<file path="src/rtl/nn_pkg.sv">
// Shared constants for the neuron datapath: adder-tree sum format and
// default requantization parameters.
package nn_pkg;

  localparam int SUM_W         = 21;
  localparam int SUM_SIGN_BIT  = 20;
  localparam int SUM_MAG_MSB   = 19;
  localparam int SUM_MAG_W     = 20;
  localparam int DEFAULT_SHIFT = 7;
  localparam int DEFAULT_OUT_W = 8;
  localparam int SAT_CNT_W     = 16;

  typedef struct packed {
    logic                 sign;
    logic [SUM_MAG_W-1:0] mag;
  } sum_t;

endpackage

</file>
<file path="src/rtl/sm_round_sat.sv">
// Combinational rounding (round-half-up on magnitude) and saturation to a
// sign-magnitude output. Optional ReLU via SUM_REQUANTIZER_RELU_EN.
module sm_round_sat
  import nn_pkg::*;
#(
  parameter int SHIFT = DEFAULT_SHIFT,
  parameter int OUT_W = DEFAULT_OUT_W
) (
  input  logic [SUM_MAG_W-1:0] i_mag,
  output logic [SUM_MAG_W-1:0] o_mag_r,
  input  logic                 i_sign,
  input  logic [SUM_MAG_W-1:0] i_mag_r,
  output logic [OUT_W-1:0]     o_q,
  output logic                 o_sat
);

  localparam logic [SUM_W-1:0]     ROUND_BIAS  = SUM_W'(1) << (SHIFT - 1);
  localparam logic [SUM_MAG_W-1:0] MAG_MAX     = SUM_MAG_W'((1 << (OUT_W - 1)) - 1);
  localparam logic [OUT_W-2:0]     MAG_MAX_OUT = '1;

  logic [SUM_W-1:0] w_biased;
  logic             w_over;
  logic [OUT_W-2:0] w_mag_sat;

  // A zero-extended 21-bit sum cannot overflow: max is (2^20-1) + 2^(SHIFT-1).
  assign w_biased = {1'b0, i_mag} + ROUND_BIAS;
  assign o_mag_r  = SUM_MAG_W'(w_biased >> SHIFT);

  assign w_over    = (i_mag_r > MAG_MAX);
  assign w_mag_sat = w_over ? MAG_MAX_OUT : i_mag_r[OUT_W-2:0];

  always_comb begin
    o_q   = '0;
    o_sat = 1'b0;
`ifdef SUM_REQUANTIZER_RELU_EN
    if (i_sign && (w_mag_sat != '0)) begin
      o_q   = '0;
      o_sat = 1'b0;
    end else begin
      o_q   = {1'b0, w_mag_sat};
      o_sat = w_over;
    end
`else
    // Sign is dropped on a zero magnitude so negative zero never appears.
    o_q   = {i_sign && (w_mag_sat != '0), w_mag_sat};
    o_sat = w_over;
`endif
  end

endmodule

</file>
<file path="src/rtl/sum_requantizer.sv">
// Two-stage requantizer (S1 round/shift, S2 saturate/sign) with valid/ready
// handshake and saturation counter. Optional ReLU: SUM_REQUANTIZER_RELU_EN.
module sum_requantizer
  import nn_pkg::*;
#(
  parameter int SHIFT = DEFAULT_SHIFT,
  parameter int OUT_W = DEFAULT_OUT_W
) (
  input  logic                 clk,
  input  logic                 rst,
  input  logic [SUM_W-1:0]     sum_in,
  input  logic                 in_valid,
  output logic                 in_ready,
  output logic [OUT_W-1:0]     q_out,
  output logic                 out_valid,
  input  logic                 out_ready,
  output logic [SAT_CNT_W-1:0] sat_cnt,
  input  logic                 sat_clr
);

  sum_t                 w_sum;
  logic                 w_en;
  logic [SUM_MAG_W-1:0] w_mag_r;
  logic [OUT_W-1:0]     w_q;
  logic                 w_sat;

  logic                 r_s1_valid;
  logic                 r_s1_sign;
  logic [SUM_MAG_W-1:0] r_s1_mag_r;
  logic                 r_s2_valid;
  logic [OUT_W-1:0]     r_q;
  logic                 r_sat;
  logic [SAT_CNT_W-1:0] r_sat_cnt;

  assign w_sum    = sum_in;
  assign w_en     = out_ready | ~r_s2_valid;
  assign in_ready = w_en;

  sm_round_sat #(
    .SHIFT (SHIFT),
    .OUT_W (OUT_W)
  ) u_round_sat (
    .i_mag   (w_sum.mag),
    .o_mag_r (w_mag_r),
    .i_sign  (r_s1_sign),
    .i_mag_r (r_s1_mag_r),
    .o_q     (w_q),
    .o_sat   (w_sat)
  );

  // Both stages advance together; a stalled output freezes the whole pipe.
  always_ff @(posedge clk or posedge rst) begin
    if (rst) begin
      r_s1_valid <= 1'b0;
      r_s1_sign  <= 1'b0;
      r_s1_mag_r <= '0;
      r_s2_valid <= 1'b0;
      r_q        <= '0;
      r_sat      <= 1'b0;
    end else if (w_en) begin
      r_s1_valid <= in_valid;
      r_s1_sign  <= w_sum.sign;
      r_s1_mag_r <= w_mag_r;
      r_s2_valid <= r_s1_valid;
      r_q        <= w_q;
      r_sat      <= w_sat;
    end
  end

  always_ff @(posedge clk or posedge rst) begin
    if (rst) begin
      r_sat_cnt <= '0;
    end else if (sat_clr) begin
      r_sat_cnt <= '0;
    end else if (r_s2_valid && out_ready && r_sat && (r_sat_cnt != '1)) begin
      r_sat_cnt <= r_sat_cnt + 1'b1;
    end
  end

  assign q_out     = r_q;
  assign out_valid = r_s2_valid;
  assign sat_cnt   = r_sat_cnt;

endmodule

</file>
<file path="config.mk">
export PLATFORM = sky130hd
export DESIGN_NAME = sum_requantizer
export DESIGN_NICKNAME = d
export VERILOG_FILES = /design/src/rtl/nn_pkg.sv /design/src/rtl/sm_round_sat.sv /design/src/rtl/sum_requantizer.sv
export SDC_FILE = /design/constraint.sdc
export NUM_CORES = 1
export LEC_CHECK = 0
export BUFFER_PORTS_ARGS = -buffer_cell sky130_fd_sc_hd__buf_2
export CORE_UTILIZATION = 40
export CTS_CLUSTER_DIAMETER = 120
export CTS_CLUSTER_SIZE = 20
export DETAILED_ROUTE_END_ITERATION = 8
export GPL_TIMING_DRIVEN = 0
export PLACE_DENSITY = 0.65
export SKIP_CTS_REPAIR_TIMING = 1
export SYNTH_ARGS = -nofsm -noshare
export SYNTH_HDL_FRONTEND = slang
export SYNTH_SLANG_ARGS = --single-unit
</file>
<file path="constraint.sdc">
create_clock -name clk -period 2.4 [get_ports clk]
set_clock_uncertainty 0.2 [all_clocks]
set_input_delay 0.12 -clock clk [delete_from_list [all_inputs] [get_ports clk]]
set_output_delay 0.12 -clock clk [all_outputs]
set_load 0.05 [all_outputs]
</file>
## Word level (Yosys, flattened, before mapping)

Index checks and enable logic that the tools add are counted.

| word-level totals | value |
|---|---|
| register bits | 42 |
| logic and storage cells | 22 |

| cells by class | value |
|---|---|
| add/sub/neg operators | 2 |
| magnitude comparators | 1 |
| equal/unequal tests | 1 |
| muxes and demuxes | 3 |
| bitwise logic cells | 2 |
| reductions and logical operators | 6 |

Operators by type and width:

| kind | count |
|---|---|
| $mux 16 | 2 |
| $add 20x7->21 const B | 1 |
| $add 16x1->16 const B | 1 |
| $ne 16x16->1 const B | 1 |
| $gt 14x7->1 const B | 1 |
| $mux 7 | 1 |
| $reduce_bool 7->1 | 1 |
| $logic_and 1x1->1 | 4 |
| $reduce_bool 2->1 | 1 |
| $not 1->1 | 1 |
| $or 1x1->1 | 1 |

## Longest topological paths before layout

| logic depth | value |
|---|---|
| depth after elaboration | 5 |
| mapped depth | 7 |
| gate-level depth less buffers | 5 |

## Cells and area by module

Synthesis repeated with hierarchy kept, for this count alone.

| unflattened totals | value |
|---|---|
| cells, all modules | 223 |
| area total of the unflattened synthesis | 2488.6 sq um |

Modules (own cells, without submodules):

| module | times used | cells each | area an instance (sq um) |
|---|---|---|---|
| sum_requantizer | 1 | 170 | 2112.0 |
| sm_round_sat | 1 | 53 | 376.6 |

## Worst setup path before layout

No wires, ideal clock.

| path | value |
|---|---|
| path kind | register to register |
| start point | register r_s2_valid (netlist: out_valid) |
| end point | register r_s1_mag_r[9] |
| library setup time | 72 ps |
| arrival | 2213 ps |
| setup slack | -85 ps |
| cell stages (with the launch flop) | 8 |
| cells stage by stage | dfrtp_1 -> nor2b_1 -> clkbuf_1 -> inv_1 -> clkbuf_1 -> clkbuf_1 -> o211ai_1 -> nand3_1 |

| between the ends | value |
|---|---|
| longest elaborated chain between the ends | 2 |

Ends and longest elaborated chain:

| item | line | source |
|---|---|---|
| from (decl) | sum_requantizer.sv:30 | `logic r_s2_valid;` |
| from (signal assigned) | sum_requantizer.sv:64 | `r_s2_valid <= r_s1_valid;` |
| $not 1->1 | sum_requantizer.sv:36 | `assign w_en = out_ready \| ~r_s2_valid;` |
| $or 1x1->1 | sum_requantizer.sv:36 |  |
| via in_ready | sum_requantizer.sv:13 | `output logic in_ready,` |
| to (signal assigned) | sum_requantizer.sv:63 | `r_s1_mag_r <= w_mag_r;` |
| to (decl) | sum_requantizer.sv:29 | `logic [SUM_MAG_W-1:0] r_s1_mag_r;` |

The timed path passes the listed nets, and every way through them passes these cells.
A chain may end at the register's enable or synchronous reset.

## Worst setup path after layout

| path | value |
|---|---|
| start point | register r_s2_valid (netlist: out_valid) |
| end point | output in_ready |

| between the ends | value |
|---|---|
| longest elaborated chain between the ends | 2 |

Ends and longest elaborated chain:

| item | line |
|---|---|
| $not 1->1 | sum_requantizer.sv:36 |
| $or 1x1->1 | sum_requantizer.sv:36 |
| to (decl) | sum_requantizer.sv:13 |

No other way between the ends.

==> key figures <==
Routing
  • DRT iter0 DRCs: 55
  • WL final: 4553 um
  • Post-route ant nets: 0
  • Drt via density: 5.272
  • DRC: 0
  • First-pass detailed-route iteration total: 4
  • Wirelength per Cell: 12.90 um
  • Via Count: 1861

Final layout
  • Sequential Area: 1051 um2
  • Share of cells above drive strength 1: 22.73%
  • Area Growth Syn to Fin: 25.75%
  • Filler instances: 454
  • # diodes: 0
  • Multi-input gate area: 972.2 um2
  • Final net count: 313

Pwr
  • Tot Pwr: 1.501 mW
  • Sw frac: 29.57%
  • LEAKAGE: 1.104 nW
  • Clock group share of total power: 29.5%
  • Flop pwr share: 52.8%
  • Switch Pwr: 443.7 uW
  • Maximum vdd drop: 0.3016 mV
  • Power Density: 571.1 nW/um2
  • Combinational share of power: 17.7%
  • Internal Power: 1.057 mW

Clock tree
  • Max Buffers Root-to-Sink: 2
  • Num CTS Buffers: 5
  • Worst-Skew Late Latency: 0.29 ns
  • H-Tree Depth: 2
  • CTS sink count: 42
  • TritonCTS clock tree: yes
  • CTS root buf: clkbuf_8
  • Worst-path clk slew: 0.08 ns

Place
  • Port buffer count: 44
  • Estimated wirelength of the detail-placed design: 3220 um
  • GP Congestion: 0.8386

Logic synthesis
  • Most frequent cells after synthesis: dfrtp_1 (42), nand2_1 (35), a21oi_1 (14), o21ai_0 (14), nand3_1 (12)
  • Synth top area cells: dfrtp_1 (50%), nand2_1 (6.3%), a21oi_1 (3.4%), o21ai_0 (3.4%), nand3_1 (2.9%)
  • Post-synth EDFFs: 0
  • Largest area contributor in the netlist: dfrtp_1
  • Seq/Total Area, Yosys: 50.30%
  • Synth async-reset ratio: 100.0%
  • Library cells used by synthesis: 38
  • Synth Cell Area: 2090 um2
  • Syn Nets: 248
  • Synth warn: 0
  • Ys flop type: dfrtp_1
  • Most common cell in the netlist: dfrtp_1
  • Mean Syn Cell Area: 9.498 um2
  • Post-synth top area share: 50.30%
  • Synthesized flop and latch total: 42
  • Post-synthesis cell count: 220

Worst hold path
  • Hold Startpoint: sum_in[12]
  • Hold Crit Endpoint: r_s1_mag_r[5]$_DFFE_PP0P_
  • Hold path depth: 3
  • Class of the worst hold path: primary input to flip-flop

Global routing
  • Vias in the first global route: 1704
  • First-pass GRT wire length: 7465 um
  • Largest net degree at the start of global routing: 43
  • Gr usage total: 17.45%
  • Initial antenna violation count: 0
  • Overflow after GRT: 0

Floorplanning
  • Die height: 74.28 um
  • Core ar.: 4880 um2
  • Die footprint: 5517 um2
  • Die width: 74.28 um
  • Io pins: 52
  • Initial Util: 42.82%
  • Std-Cell Rows: 25

Worst setup path
  • R2R cell count: 7
  • CP Launch Type: flip-flop
  • FF-to-FF Start: sat_cnt[0]$_DFFE_PP0P_
  • Critical path data required time: 2.08 ns
  • CP endpoint kind: output pin
  • Max Fanout on Critical Path: 11
  • Reg-to-reg slack, setup: 0.26 ns
  • CP arrival: 1.87 ns
  • Critical R2R Capture: sat_cnt[1]$_DFFE_PP0P_
  • Max stage delay on crit path: 0.39 ns
  • CP Cell Sequence: nor2b_1 > clkbuf_1 > inv_2 > clkbuf_2 > buf_2
  • WS Path Type: flip-flop to output pin
  • Slowest cell on crit path: dfrtp_1

Timing
  • Fmax: 0.4573 GHz
  • Fin crit period: 2.187 ns
  • Final Hold Viols: 1
  • Max-slew violations: 0
  • Setup tns final: 0 ns
  • Normalized max-slew margin: 43.48%
  • Setup Viol. Count Final: 0
  • RSZ-0062 raised after global routing: false
  • Fin crit share: 91.12%
  • Worst Hold Slack: -0.004542 ns
  • Slew @ Worst Pin: 0.8466 ns

Job
  • Max_cap viols: 0

Status
  • Failing checks: hold timing
  • Status: complete, but fails checks
cells in the final DEF, fill, tap and decap left out, drive strengths merged, types with 8 or more instances in the layout:
cell type / count
a21oi: 14
buf: 47
clkbuf: 11
dfrtp: 42
dlygate4sd3: 15
nand2: 35
nand3: 13
nor2: 11
o21ai: 18
or3: 8
or4: 8
kinds of logic (layout without fill, tap and decap cells):
| family | after synthesis | after routing | synth area share (%) |
|---|---|---|---|
| mux | 2 | 2 | 1.018 |
| buf+inv | 13 | 79 | 3.173 |
| compound gates | 51 | 51 | 15.15 |
| simple gates | 100 | 100 | 24.97 |
| xor+xnor | 10 | 10 | 4.191 |
| flops | 42 | 42 | 50.30 |
| fa+ha+maj | 2 | 2 | 1.197 |
metrics by stage:
stage               setup slack (ns)  instance area (um2)  instances  hold WS [ns]  utilization, %
finish                        0.2131                 2628        353     -0.004542           53.85
detailed placement            0.1559                 2395        331        0.1233           49.08
global route                 0.06194                 2628        353       0.02093           53.85
global placement              0.1525                 2395        331        0.1245           49.08
floorplan                    0.02178                 2091        220       0.03243               -
CTS                          -0.1216                 2481        339       -0.1846           50.85
flip-flops by register name, indices dropped and copies added (netlist names):
signal	count
out_valid	1
q_out	8
r_s1_mag_r	14
r_s1_sign	1
r_s1_valid	1
r_sat	1
sat_cnt	16
layer usage:
| metal | global-route usage [%] | wire length [um] | vias up | part of all wire (%) |
|---|---|---|---|---|
| met5 | 0 | 0 | - | 0 |
| met2 | 31.62 | 2306 | 38 | 51 |
| met4 | 5.660 | 57 | 0 | 1.3 |
| met3 | 3.252 | 149 | 7 | 3.3 |
| li1 | - | - | 928 | - |
| met1 | 20.87 | 2039 | 888 | 45 |
worst max-delay path, delay by kind of cell (launching register included):
| family | cells | cell delay [ns] |
|---|---|---|
| buffers and inverters | 4 | 1.06 |
| flip-flops | 1 | 0.39 |
| AND/OR/NAND/NOR | 1 | 0.13 |
power groups by stage:
stage	Clock, mW	Combinational (mW)	Sequential, mW
after floorplan	0	0.131	0.844
after global placement	0	0.247	0.806
after detailed placement	0	0.249	0.807
after CTS	0.455	0.250	0.793
after global routing	0.483	0.295	0.798
final	0.442	0.266	0.792
worst max path at each step:
| stage | start | end | slack, ns | cells past startpoint |
|---|---|---|---|---|
| 2_1_floorplan | sat_cnt[0]$_DFFE_PP0P_ | sat_cnt[1]$_DFFE_PP0P_ | 0.02 | 7 |
| 3_3_place_gp | sat_cnt[0]$_DFFE_PP0P_ | sat_cnt[1]$_DFFE_PP0P_ | 0.15 | 7 |
| 3_5_place_dp | sat_cnt[0]$_DFFE_PP0P_ | sat_cnt[1]$_DFFE_PP0P_ | 0.16 | 7 |
| 4_1_cts | out_valid$_DFFE_PP0P_ | in_ready | -0.12 | 6 |
| 5_1_grt | out_valid$_DFFE_PP0P_ | in_ready | 0.06 | 5 |
| 6_report | out_valid$_DFFE_PP0P_ | in_ready | 0.21 | 5 |
cell type report:
class                           count  share of cell area, %
Buffer                              9                  2.000
Clock buffer                        6                  2.762
Clock inverter                      2                 0.5238
Inverter                            3                 0.4286
Multi-Input combinational cell    165                  37.00
Sequential cell                    42                  40.00
Tap cell                           67                  3.190
Timing Repair Buffer               59                  14.10
Note: power is estimated with default switching activity, not from simulation.
